<file path="src/rtl/dsp_fetch_seq.sv">
// Program sequencer for the DSP core: drives the instruction ROM address and
// forwards the fetched word to Decode. Supports stall, call/return through a
// hardware return-address stack, one zero-overhead hardware loop, and status.
//
// Ports:
//   clk, rst          rising-edge clock, synchronous active-high reset
//   stall             hold PC, stack and loop state
//   jump_flag/addr    redirect PC to jump_addr
//   call_flag         push PC+1, redirect PC to jump_addr
//   ret_flag          pop the return stack into PC
//   loop_set          arm the hardware loop (top = PC+1, end = loop_end)
//   loop_end          last address of the loop body
//   loop_count        loop iterations (0 behaves as 1)
//   read_addr         ROM address (current PC)
//   read_data         ROM data (asynchronous read)
//   instruction_out   read_data passed through combinationally
//   inst_valid        instruction_out meaningful (set after reset release)
//   loop_active       hardware loop armed
//   stack_depth       return-stack entry count
//   stack_err         sticky overflow/underflow flag
module dsp_fetch_seq #(
  parameter int unsigned ADDR_W      = 16,
  parameter int unsigned INST_W      = 32,
  parameter int unsigned STACK_DEPTH = 4,
  parameter int unsigned CNT_W       = 8,
  parameter logic [ADDR_W-1:0] RESET_ADDR = '0
) (
  input  logic                             clk,
  input  logic                             rst,
  input  logic                             stall,
  input  logic                             jump_flag,
  input  logic [ADDR_W-1:0]                jump_addr,
  input  logic                             call_flag,
  input  logic                             ret_flag,
  input  logic                             loop_set,
  input  logic [ADDR_W-1:0]                loop_end,
  input  logic [CNT_W-1:0]                 loop_count,
  output logic [ADDR_W-1:0]                read_addr,
  input  logic [INST_W-1:0]                read_data,
  output logic [INST_W-1:0]                instruction_out,
  output logic                             inst_valid,
  output logic                             loop_active,
  output logic [$clog2(STACK_DEPTH):0]     stack_depth,
  output logic                             stack_err
);

  localparam int unsigned PTR_W = $clog2(STACK_DEPTH);
  localparam int unsigned DEP_W = PTR_W + 1;

  logic [ADDR_W-1:0] pc_q, pc_d, pc_inc;
  logic [DEP_W-1:0]  depth_q, depth_d;
  logic              err_q, err_d;
  logic              valid_q;
  logic              la_q, la_d;
  logic [ADDR_W-1:0] top_q, top_d;
  logic [ADDR_W-1:0] end_q, end_d;
  logic [CNT_W-1:0]  rem_q, rem_d;
  logic              push_en;
  logic [ADDR_W-1:0] stack_mem [STACK_DEPTH];

  // State registers
  always_ff @(posedge clk) begin
    if (rst) begin
      pc_q    <= RESET_ADDR;
      depth_q <= '0;
      err_q   <= 1'b0;
      valid_q <= 1'b0;
      la_q    <= 1'b0;
      top_q   <= '0;
      end_q   <= '0;
      rem_q   <= '0;
    end else begin
      pc_q    <= pc_d;
      depth_q <= depth_d;
      err_q   <= err_d;
      valid_q <= 1'b1;
      la_q    <= la_d;
      top_q   <= top_d;
      end_q   <= end_d;
      rem_q   <= rem_d;
    end
  end

  // Return-stack storage; contents need no reset
  always_ff @(posedge clk) begin
    if (!rst && push_en) begin
      stack_mem[depth_q[PTR_W-1:0]] <= pc_inc;
    end
  end

  // Next-PC priority: stall > ret > call > jump > loop-back > increment
  always_comb begin
    pc_inc  = pc_q + ADDR_W'(1);
    pc_d    = pc_q;
    depth_d = depth_q;
    err_d   = err_q;
    la_d    = la_q;
    top_d   = top_q;
    end_d   = end_q;
    rem_d   = rem_q;
    push_en = 1'b0;

    if (!stall) begin
      // A new loop_set overwrites loop state; the PC decision below still
      // uses the loop state that was armed before this edge.
      if (loop_set) begin
        top_d = pc_inc;
        end_d = loop_end;
        rem_d = (loop_count == '0) ? CNT_W'(1) : loop_count;
        la_d  = 1'b1;
      end

      if (ret_flag) begin
        if (depth_q != '0) begin
          pc_d    = stack_mem[PTR_W'(depth_q - DEP_W'(1))];
          depth_d = depth_q - DEP_W'(1);
        end else begin
          pc_d  = pc_inc;
          err_d = 1'b1;
        end
      end else if (call_flag) begin
        if (depth_q < DEP_W'(STACK_DEPTH)) begin
          push_en = 1'b1;
          depth_d = depth_q + DEP_W'(1);
        end else begin
          err_d = 1'b1;
        end
        pc_d = jump_addr;
      end else if (jump_flag) begin
        pc_d = jump_addr;
      end else if (la_q && (pc_q == end_q)) begin
        if (rem_q > CNT_W'(1)) begin
          pc_d = top_q;
          if (!loop_set) rem_d = rem_q - CNT_W'(1);
        end else begin
          pc_d = pc_inc;
          if (!loop_set) la_d = 1'b0;
        end
      end else begin
        pc_d = pc_inc;
      end
    end
  end

  assign read_addr       = pc_q;
  assign instruction_out = read_data;
  assign inst_valid      = valid_q;
  assign loop_active     = la_q;
  assign stack_depth     = depth_q;
  assign stack_err       = err_q;

endmodule

</file>
<file path="config.mk">
export PLATFORM = sky130hd
export DESIGN_NAME = dsp_fetch_seq
export DESIGN_NICKNAME = d
export VERILOG_FILES = /design/src/rtl/dsp_fetch_seq.sv
export SDC_FILE = /design/constraint.sdc
export NUM_CORES = 1
export LEC_CHECK = 0
export ABC_AREA = 0
export CORE_ASPECT_RATIO = 0.7
export CORE_MARGIN = 5
export CORE_UTILIZATION = 30
export CTS_BUF_LIST = sky130_fd_sc_hd__clkbuf_8
export DETAILED_ROUTE_END_ITERATION = 16
export PLACE_DENSITY_LB_ADDON = 0.25
export SYNTH_ARGS = -nofsm -noshare
export SYNTH_HDL_FRONTEND = slang
export SYNTH_SLANG_ARGS = --single-unit
</file>
<file path="constraint.sdc">
create_clock -name clk -period 3.2 [get_ports clk]
set_input_delay 0.32 -clock clk [delete_from_list [all_inputs] [get_ports clk]]
set_output_delay 0.32 -clock clk [all_outputs]
set_load 0.02 [all_outputs]
</file>
==> flow_metrics.tcl, run 1 <==
set metrics [dict create \
    outcome "complete, no violations" \
    slowest_delay_ns 0.71 \
    avgSynthCellArea_sq_um 10.14 \
    post_drt_wl_per_cell_um 18.97 \
    ir_drop_mv 0.2057 \
    slew_violations 0 \
    path_class "reg -> reg" \
    initial_core_util 0.3014 \
    synthSimpleGateAreaFrac 0.1619 \
    rsz0062_at_grt "false" \
    gp_congestion 0.8294 \
    crit_slowest_cell "nor4_1" \
    slew_headroom 0.2402 \
    max_slew.worst_pin.slew_ns 1.136 \
    grt_util_all_layers 0.1536 \
    clk_path_buf_depth 2 \
    place_hpwl_um 12640 \
    synthXorXnorAreaFrac 0.03821 \
    io_buffers 68 \
    place_ws_ns 0.5576 \
    fin_crit_sh 0.8180 \
    finalSetupViolCount 0 \
    finalClockSkew_ns 0.01988 \
    area_growth_syn_to_layout_pct 19.67 \
    critPathArrivalTime_ns 2.99 \
    num_vias 4840 \
    synth_flop_cell "edfxtp_1" \
    ys_async_sr_fraction 0 \
    power_leakage_uw 0.002541 \
    period_needed_ns 2.618 \
    ys_ff_latch 126 \
    tns_ns 0 \
    crit_path_start_kind "register" \
    drc 0 \
    end_kind "register" \
    hold_ws_ns 0.2019 \
    firstDrtPassIters 4 \
    cts_tree "done" \
    antenna_found_initial 0 \
    syn_area_sq_um 6188 \
    core-area_sq_um 20530 \
    die_w_um 181.7 \
    synth_top_family_by_area "simple AND/OR/NAND/NOR gates" \
    dpl-instance-area_sq_um 6973 \
    fin_area_sq_um 7406 \
    final_nets 735 \
    use_met1 0.2193 \
    ys_warn_count 0 \
    synth_edf_count 64 \
    synthMuxAreaShare 0.07137 \
    synth_fa_ha_area_frac 0.01617 \
    gr-total-overflow 0 \
    rows 44 \
    hold_class "in -> reg" \
    postSynthCellCount 610 \
    worst_slack_ns 0.5825 \
    cp_max_fo 7 \
    grt.busiest_layer "met2" \
    max_freq_mhz 382.0 \
    dr.first_iter.drc_count 416 \
    insertion_delay_ns 0.45 \
    cts_sinks 126 \
    cts_setup_buffers 0 \
    met2_usage 0.2295 \
    cap_violations 0 \
    synth.distinct_cells 49 \
    grt_max_degree 48 \
    crit_chain "xor2_1 > nor4_1 > nand3_1 > nor4_1 > mux2_2 > a21oi_1" \
    grt_pass1_wl_um 28410 \
    path_buf_inv 0 \
    synth_compound_area_frac 0.1215 \
    ctsHtreeMaxLevel 4 \
    cts_resized 0 \
    dp.cells 905 \
    grt.met3_usage 0.04263 \
    nFillCells 2052 \
    power_density_nw_per_um2 551.3 \
    pin_count 133 \
    dieArea_sq_um 23650 \
    num_antenna_cells 0 \
    cts_root_buf "clkbuf_8" \
    cp_common_cell "nor4_1" \
    ys_seq_area_frac 0.5111 \
    cts_buffers 17 \
    viasPerCell 5.165 \
    die_h_um 130.2 \
    cp_data_required_time_ns 3.58 \
    grt_pass1_vias 4963 \
    ant_nets 0 \
    hold_viol_final 0 \
    clkTransAtPathRegs_ns 0.09 \
    cts_hold_repair.buffers 0 \
    synth.net_count 697 \
    drive_above_1_share 0.1120 \
    wl_um 17780 \
    fin_cells 937 \
    critPathTopFamily "simple AND/OR/NAND/NOR gates" \
]
[cell usage in the layout (no fill, tap or decap), drive strengths merged, types with 2 or more instances in the layout]
master | synthesis | routed
a211oi | 7 | 7
a21oi | 35 | 35
a221o | 8 | 8
a221oi | 10 | 10
a31oi | 4 | 4
and2 | 4 | 4
and3 | 3 | 3
buf | 46 | 20
bufinv | 0 | 3
clkbuf | 22 | 17
clkdlybuf4s50 | 0 | 67
clkinv | 0 | 3
dfxtp | 62 | 62
edfxtp | 64 | 64
ha | 8 | 8
inv | 28 | 36
mux2i | 7 | 7
mux4 | 16 | 16
nand2 | 69 | 69
nand2b | 3 | 3
nand3 | 21 | 21
nand4 | 7 | 7
nor2 | 62 | 62
nor2b | 3 | 3
nor3 | 19 | 19
nor3b | 2 | 2
nor4 | 10 | 10
o211ai | 11 | 11
o21a | 7 | 7
o21ai | 17 | 17
o221ai | 2 | 2
o31a | 2 | 2
o31ai | 3 | 3
or2 | 2 | 2
or3 | 4 | 4
or4 | 5 | 5
xnor2 | 12 | 12
xor2 | 15 | 15
[sequential cells by signal (all words and copies together), names as in the netlist]
name	flops
inst_valid	1
rem_q	8
top_q	16
stack_mem	64
read_addr	16
stack_err	1
end_q	16
loop_active	1
stack_depth	3
[kinds of logic (layout without fill, tap and decap cells)]
logic type      after synthesis  count (layout)
mux                          24              24
fa+ha+maj                     8               8
flops                       126             126
buf+inv                      96             147
compound gates              112             112
simple gates                217             217
xor+xnor                     27              27
[worst reg2reg max path, stage by stage, from the launching register on]
cell and delay, ns:
dfxtp_1 0.62, xor2_1 0.13, nor4_1 0.31, nand3_1 0.27, nor4_1 0.71, mux2_2 0.41
a21oi_1 0.11
[worst paths after layout]
check	from	end	slack, ns	cells past startpoint
worst min-delay path	rst	stack_depth[0]	0.20	2
worst min register to register	end_q[13]	end_q[13]	0.47	2
worst max register to register	read_addr[1]	read_addr[1]	0.58	6
worst max-delay path	read_addr[1]	read_addr[1]	0.58	6
[routing by layer]
metal	part of all wire	vias to the layer above	routed length (um)
met1	0.49	2393	8691
met5	0	-	0
met2	0.43	170	7645
li1	-	2259	-
met3	0.071	18	1262
met4	0.0099	0	176
[synthesized netlist by cell type, types with 10 or more instances]
library cell / instances / share of area
nand2_1: 69 / 0.042
edfxtp_1: 64 / 0.31
dfxtp_1: 62 / 0.20
nor2_1: 62 / 0.038
a21oi_1: 35 / 0.028
buf_4: 33 / 0.040
inv_1: 28 / 0.017
clkbuf_1: 22 / 0.013
nand3_1: 21 / 0.017
nor3_1: 19 / 0.015
o21ai_0: 17 / 0.014
mux4_2: 16 / 0.058
xor2_1: 15 / 0.021
xnor2_1: 12 / 0.017
o211ai_1: 11 / 0.013
a221oi_1: 10 / 0.014
nor4_1: 10 / 0.010
[area by class of cell]
| cell class | count | area (sq um) | share of cell area |
|---|---|---|---|
| clock buffer | 17 | 234.0 | 0.03159 |
| sequential | 126 | 3163 | 0.4271 |
| multi-input combinational | 388 | 2541 | 0.3431 |
| tap | 276 | 345.3 | 0.04663 |
| inverter | 28 | 105.1 | 0.01419 |
| clock inverter | 15 | 198.9 | 0.02686 |
| timing repair buffer | 87 | 818.3 | 0.1105 |
[power by group]
part	leakage, uW	internal (uW)	total [uW]	switching, uW
Combinational	0.00123	297	685	387
Sequential	0.00110	1780	1850	75.6
Clock	0.000218	800	1550	747
Total	0.00254	2870	4080	1210
[through the flow]
stage	utilization	total power (uW)
after floorplan	-	2345
after global placement	0.3396	2560
after detailed placement	0.3396	2572
after CTS	0.3607	4109
after global routing	0.3607	4261
final	0.3607	4083
Note: power is estimated with default switching activity, not from simulation.
==> run 2, diff against run 1 <==
==> constraint.sdc (replaced) <==
create_clock -name clk -period 2.5 [get_ports clk]
set_input_delay 0.25 -clock clk [delete_from_list [all_inputs] [get_ports clk]]
set_output_delay 0.25 -clock clk [all_outputs]
set_load 0.02 [all_outputs]
==> run 2 against run 1 <==
Net effect: largest power group unchanged; fmax grew 9.4%; clock power grew 17%; via count grew 0.43%; core utilization grew 1.2 points; sequential share of layout area shrank 1.4 points; die area is the same.
==> flow_metrics.tcl, run 2 (same netlist as run 1, synthesis figures left out) <==
set metrics [dict create \
    outcome "complete, no violations" \
    period_needed_ns 2.393 \
    clkTransAtPathRegs_ns 0.09 \
    grt_max_degree 42 \
    power_density_nw_per_um2 668.0 \
    num_antenna_cells 0 \
    hold_viol_final 0 \
    wl_um 17550 \
    ctsHtreeMaxLevel 4 \
    die_h_um 130.2 \
    crit_slowest_cell "or4_4" \
    slew_violations 0 \
    viasPerCell 5.043 \
    num_vias 4861 \
    clk_path_buf_depth 2 \
    max_slew.worst_pin.slew_ns 1.012 \
    fin_crit_sh 0.9574 \
    ant_nets 0 \
    fin_cells 964 \
    critPathArrivalTime_ns 2.77 \
    path_class "reg -> reg" \
    gr-total-overflow 0 \
    insertion_delay_ns 0.44 \
    io_buffers 68 \
    cts_root_buf "clkbuf_8" \
    tns_ns 0 \
    hold_class "in -> reg" \
    slowest_delay_ns 0.62 \
    dp.cells 931 \
    dr.first_iter.drc_count 340 \
    grt_pass1_vias 4783 \
    grt_pass1_wl_um 27250 \
    die_w_um 181.7 \
    finalSetupViolCount 0 \
    initial_core_util 0.3014 \
    crit_path_start_kind "register" \
    rsz0062_at_grt "false" \
    firstDrtPassIters 5 \
    crit_chain "or2b_1 > o2111ai_1 > or4_4 > nor4_1 > buf_4 > mux2_2 > a21oi_1 > buf_4" \
    area_growth_syn_to_layout_pct 23.66 \
    cts_tree "done" \
    post_drt_wl_per_cell_um 18.21 \
    end_kind "register" \
    gp_congestion 0.8601 \
    final_cell_mix "69 x nand2_1, 67 x clkdlybuf4s50_1, 64 x edfxtp_1" \
    dieArea_sq_um 23650 \
    grt_util_all_layers 0.1489 \
    cp_data_required_time_ns 2.88 \
    antenna_found_initial 0 \
    cap_violations 0 \
    slew_headroom 0.3230 \
    cts_sinks 126 \
    ir_drop_mv 0.3042 \
    place_hpwl_um 12780 \
    final_common_cell "nand2_1" \
    hold_ws_ns 0.2860 \
    largest_reg_flops 64 \
    rows 44 \
    core-area_sq_um 20530 \
    max_freq_mhz 417.8 \
    cts_buffers 17 \
    nFillCells 2047 \
    final_nets 762 \
    cp_max_fo 5 \
    drc 0 \
    utilization 0.3727 \
    cp_common_cell "buf_4" \
    finalClockSkew_ns 0.02626 \
    cts_hold_repair.buffers 0 \
    drive_above_1_share 0.1541 \
    pin_count 133 \
    power_leakage_uw 0.002677 \
]
-- run 2: changes by cell type in the layout (fill, tap and decap cells not counted), sizes merged --
cell	change
clkinvlp	+1
buf	+27
bufinv	-2
inv	+2
clkinv	-1
-- run 2: worst paths after layout --
check	depth (start not counted)	to	start	slack [ns]
hold reg to reg	2	end_q[13]	end_q[13]	0.47
setup / recovery	8	read_addr[1]	end_q[4]	0.11
setup reg to reg	8	read_addr[1]	end_q[4]	0.11
hold / removal	3	stack_depth[0]	rst	0.29
-- run 2: final cells by class --
class | count | area [sq um] | area share
well taps | 276 | 345.3 | 0.04513
multi-input cells | 388 | 2555 | 0.3339
inverters | 28 | 105.1 | 0.01373
clock buffers | 17 | 234.0 | 0.03058
repair buffers | 114 | 1084 | 0.1416
flip-flops and latches | 126 | 3164 | 0.4135
clock inverters | 15 | 165.2 | 0.02158
-- run 2: power by group --
| part | internal, uW | switching, uW | total [uW] |
|---|---|---|---|
| clock | 837 | 968 | 1810 |
| combinational | 429 | 536 | 965 |
| sequential | 2270 | 68.4 | 2340 |
-- run 2: timing repair --
item / CTS / global route
endpoints found under the setup margin: 0 / 17
resized for setup: 0 / 5
setup buffers: 0 / 1
-- run 2: stage by stage --
step | area, sq um | worst slack (ns) | total power [uW]
floorplan | 6201 | 0.02669 | 3009
global placement | 7232 | 0.1185 | 3334
detailed placement | 7232 | 0.08544 | 3349
CTS | 7631 | 0.03028 | 5155
global route | 7652 | 0.01722 | 5359
finish | 7652 | 0.1066 | 5112
-- run 2: routing by layer --
layer / share of wire / routed length, um / GRT usage
met1: 0.50 / 8778 / 0.2201
met2: 0.43 / 7514 / 0.2186
met5: 0 / 0 / 0
met4: 0.0089 / 157 / 0.03661
met3: 0.063 / 1099 / 0.03761
-- run 2: critical path, delay by kind of cell (launching register included) --
family                 cells  cell delay (ns)
flip-flops                 1             0.33
multiplexers               1             0.32
AND/OR/NAND/NOR            3             1.04
buffers and inverters      2             0.33
AO/OA/AOI/OAI              2             0.33
==> edit 1: new RTL, settings of run 2 <==
`INST_W`: 32 -> 16.
--- a/src/rtl/dsp_fetch_seq.sv
+++ b/src/rtl/dsp_fetch_seq.sv
@@ -21,5 +21,5 @@
 module dsp_fetch_seq #(
   parameter int unsigned ADDR_W      = 16,
-  parameter int unsigned INST_W      = 32,
+  parameter int unsigned INST_W      = 16,
   parameter int unsigned STACK_DEPTH = 4,
   parameter int unsigned CNT_W       = 8,
Interface: changed (resized instruction_out and read_data); port bits go from 133 to 101. The function was not compared with the original's and may differ.
==> edit 1 against run 2 <==
Sequential cell count did not move; global-route usage rose by 0.25 points; synthesized cell count fell by 2.6%; final area is 0.67% lower; critical path type unchanged; clock skew down 0.0066 ns; sequential share of layout area grew 0.31 points; total power up 0.83%; critical endpoint is now read_addr[14]; synthesized area decreased by 1.9%; via count increased by 0.16%; count of clock-buffer cells in the layout unchanged; largest cell class unchanged; wire length shrank 1.5%; setup slack improved by 0.023 ns.
==> edit 1: results (changes against run 2) <==
Final nets=743 (-2.5%); placed insts=922 (-0.97%); crit path DAT=2.72 ns (-0.05 ns); Hold Slack=0.231 ns (-0.0551 ns); Fillers=1952 (-4.6%); Final Wtd Congestion=0.884 (+2.8%); status=complete, no violations; FF-to-FF setup slack=0.13 ns (+0.02 ns); final count of pins violating max slew=0 (unchanged); Leak=0.00265 uW (-0.90%); clk_skew=0.0196 ns (-0.00662 ns); synth unique cells=49 (unchanged); total track usage=0.151 (+0.00248); Via Count=4869 (+0.16%); mean instance size in the synthesized netlist=10.2 um2 (+0.70%); Rel. slew slack=0.322 (-0.000897); chip width=180 um (-0.92%); Syn Nets=665 (-4.6%); first-pass GRT wire length=27.7 mm (+1.5%); drt total wl=17.3 mm (-1.5%); proportion of layout cells with a drive suffix above 1=0.158 (+0.00359); Via density=5.10 (+1.1%); initial antenna violation count=0 (unchanged); post-detail-place hpwl=12.5 mm (-2.0%); post-synthesis sequential area ratio=0.521 (+0.0101); largest net degree at the start of global routing=38 (-9.5%); drt initial violations=533 (+57%); Ys Warns=0 (unchanged); diode count=0 (unchanged); worst-path fanout max=6 (+1); highest ir drop seen on vdd=0.000250 V (-18%)
==> edit 1: changes by cell type in the layout (fill, tap and decap cells not counted), sizes merged <==
cell | run 2 | this run
clkinv | 2 | 1
inv | 38 | 36
clkinvlp | 2 | 4
bufinv | 1 | 2
buf | 47 | 44
==> edit 1: per-stage QoR <==
stage / area, um2 / setup WS (ns)
3_3_place_gp: 7150 / 0.0163
4_1_cts: 7570 / 0.0701
6_report: 7600 / 0.129
2_1_floorplan: 6080 / 0.0267
5_1_grt: 7600 / 0.0245
3_5_place_dp: 7150 / 0.0136
==> edit 1: what timing repair did <==
item                                    CTS  global route
endpoints found under the setup margin    1            15
resized for setup                         2             8
pin swaps                                 0             1
setup buffers                             0             1
==> edit 1: cells by family after synthesis <==
kind of cell               count (synthesis)  synth area share
AOI/OAI and AO/OA                        112             0.124
xor gates and xnor gates                  27            0.0390
adders and majority gates                  8            0.0165
buffers and inverters                     80            0.0614
DFF                                      126             0.521
muxes                                     24            0.0728
and+or+nand+nor                          217             0.165
==> edit 1: worst max-delay path, stage by stage (launching register included) <==
cell	delay (ns)
dfxtp_1	0.44
buf_4	0.22
ha_1	0.35
nand2_1	0.09
nor2_1	0.25
nand4_1	0.15
xnor2_1	0.45
nand2_1	0.13
o211ai_1	0.20
==> edit 1: per-layer routing <==
metal	track usage	part of all wire
met3	0.0418	0.065
met1	0.219	0.50
met2	0.227	0.43
met4	0.0349	0.0076
met5	0	0
==> edit 1: power by group <==
group / switching [uW] / internal [uW] / total [uW]
logic: 533 / 425 / 958
registers: 74.6 / 2270 / 2350
clock network: 929 / 919 / 1850
total: 1540 / 3620 / 5150
==> edit 1: area by class of cell <==
class | instances | area, um2 | share of cell area
multi-input cells | 388 | 2570 | 0.338
repair buffers | 111 | 1010 | 0.133
clock buffers | 17 | 234 | 0.0308
flip-flops and latches | 126 | 3170 | 0.417
well taps | 270 | 338 | 0.0444
inverters | 28 | 105 | 0.0138
clock inverters | 15 | 174 | 0.0229
==> edit 1: worst paths after layout <==
kind / start / to / cells past startpoint
worst max-delay path: read_addr[0] / read_addr[14] / 8
worst min-delay path: rst / end_q[6] / 2
worst max register to register: read_addr[0] / read_addr[14] / 8
worst min register to register: end_q[5] / end_q[5] / 2
==> edit 2: new RTL, flow settings as in run 2 <==
Without the edit above. Register the output `stack_err` once more, without a reset; this adds one clock of latency there. The other outputs are not delayed to match.
--- a/src/rtl/dsp_fetch_seq.sv
+++ b/src/rtl/dsp_fetch_seq.sv
@@ -148,5 +148,7 @@
   assign loop_active     = la_q;
   assign stack_depth     = depth_q;
-  assign stack_err       = err_q;
+  always_ff @(posedge clk) begin
+    stack_err <= err_q;
+  end
 
 endmodule
Behaviour: not the same (a bounded check fails within 4 cycles, from zero or initial values and one cycle with rst high).
==> edit 2 against run 2 <==
Cell count fell by 0.10%; maximum frequency fell by 0.86%; final area fell by 0.49%; synthesized area rose by 0.32%; setup slack got worse by 0.021 ns; utilization fell by 0.18 points; total power rose by 1.4%; sequential cell count rose by 1; count of clock-buffer cells in the layout did not move; wire length rose by 1.5%; critical endpoint is now read_addr[8]; largest power group unchanged.
==> edit 2: results (changes against run 2) <==
post-synthesis sequential area ratio=0.513 (+0.00158); vias in the first global route=4762 (-0.44%); first-pass GRT wire length=27.3 mm (+0.30%); pre-CTS setup slack=0.0401 ns (-0.0453 ns); worst reg2reg path depth=6 (-2); drt drc=0 (unchanged); Final Wtd Congestion=0.911 (+6.0%); Slew @ Worst Pin=1.06 ns (+0.0439 ns); Synth top cells by count=nand2_1 (69), edfxtp_1 (64), dfxtp_1 (63); Area contributors post-synth=edfxtp_1 (31%), dfxtp_1 (20%), mux4_2 (5.8%); Routed met3 length=1.16 mm (+5.9%); highest ir drop seen on vdd=0.000281 V (-7.8%); Syn Nets=698 (+0.14%); met2 routed WL=7.33 mm (-2.4%); proportion of layout cells with a drive suffix above 1=0.153 (-0.00123); DRT Pass-1 Iters=5 (unchanged); Via density=5.13 (+1.7%); M1 WL=9.02 mm (+2.8%); status=complete, no violations; mux contribution to synthesized area=0.0711 (-0.000230); clk_skew=0.0139 ns (-0.0124 ns); post-synthesis compound-gate area fraction=0.121 (-0.000392); worst-path fanout max=5 (unchanged); Adder-Cell Fraction of Synth Area=0.0161 (-0.0000522); Leak=0.00267 uW (-0.31%); drt total wl=17.8 mm (+1.5%); diode count=0 (unchanged); xor and xnor area share after synthesis=0.0381 (-0.000123); hold depth=2 (-1); IO buf count=68 (unchanged); HP Class=input pin to register; largest net degree at the start of global routing=38 (-9.5%); total track usage=0.149 (about the same); post-detail-place hpwl=12.9 mm (+0.79%); CTS tree=done; synth unique cells=49 (unchanged); Final nets=761 (-0.13%); drt initial violations=374 (+10%); initial antenna violation count=0 (unchanged); # H-tree levels=4 (unchanged)
[edit 2: repair_timing]
action | in CTS | in global routing
pin swaps | 0 | 1
setup buffers | 0 | 1
cloned | 0 | 0
gates resized for setup | 1 | 6
setup endpoints to repair | 1 | 15
[edit 2: path summary, 6_finish.rpt]
path,endpoint,startpoint,slack [ns]
worst max register to register,read_addr[8],end_q[9],0.09
worst min register to register,stack_err,err_q,0.36
worst max-delay path,read_addr[8],end_q[9],0.09
worst min-delay path,stack_depth[2],rst,0.22
[edit 2: cell families (layout without fill, tap and decap cells)]
logic type	Yosys count	in the layout
flops	127	127
fa+ha+maj	8	8
simple gates	217	217
mux	24	24
compound gates	112	112
buf+inv	96	172
xor+xnor	27	27
[edit 2: stage by stage]
step                      cell area (um2)  std cells  total power [uW]
after global placement               7170        930              3340
after CTS                            7590        962              5220
after floorplan                      6220        611              3030
final                                7610        963              5180
after detailed placement             7170        930              3360
after global routing                 7610        963              5410
[edit 2: layout make-up]
class / instances / area (um2)
clock buffers: 17 / 234
clock inverters: 15 / 173
fillers: 2009 / 12900
inverters: 28 / 105
multi-input cells: 388 / 2570
flip-flops and latches: 127 / 3180
well taps: 276 / 345
repair buffers: 112 / 1010
[edit 2: critical path: stages (launching register included)]
cell and delay [ns]:
dfxtp_1 0.37, nand2b_1 0.12, o2111ai_1 0.19, or4_4 0.62, or4_4 0.46, or3b_1 0.38, a31oi_1 0.20
[edit 2: power by group]
group	internal (uW)	switching, uW	leakage (uW)
clock network	919	936	0.000204
logic	425	540	0.00136
registers	2290	72.2	0.00111
total	3630	1550	0.00267
[edit 2: layer usage]
metal,vias to the layer above,track usage
li1,2308,-
met1,2430,0.221
met2,164,0.216
met3,36,0.0359
met4,0,0.0415
met5,-,0
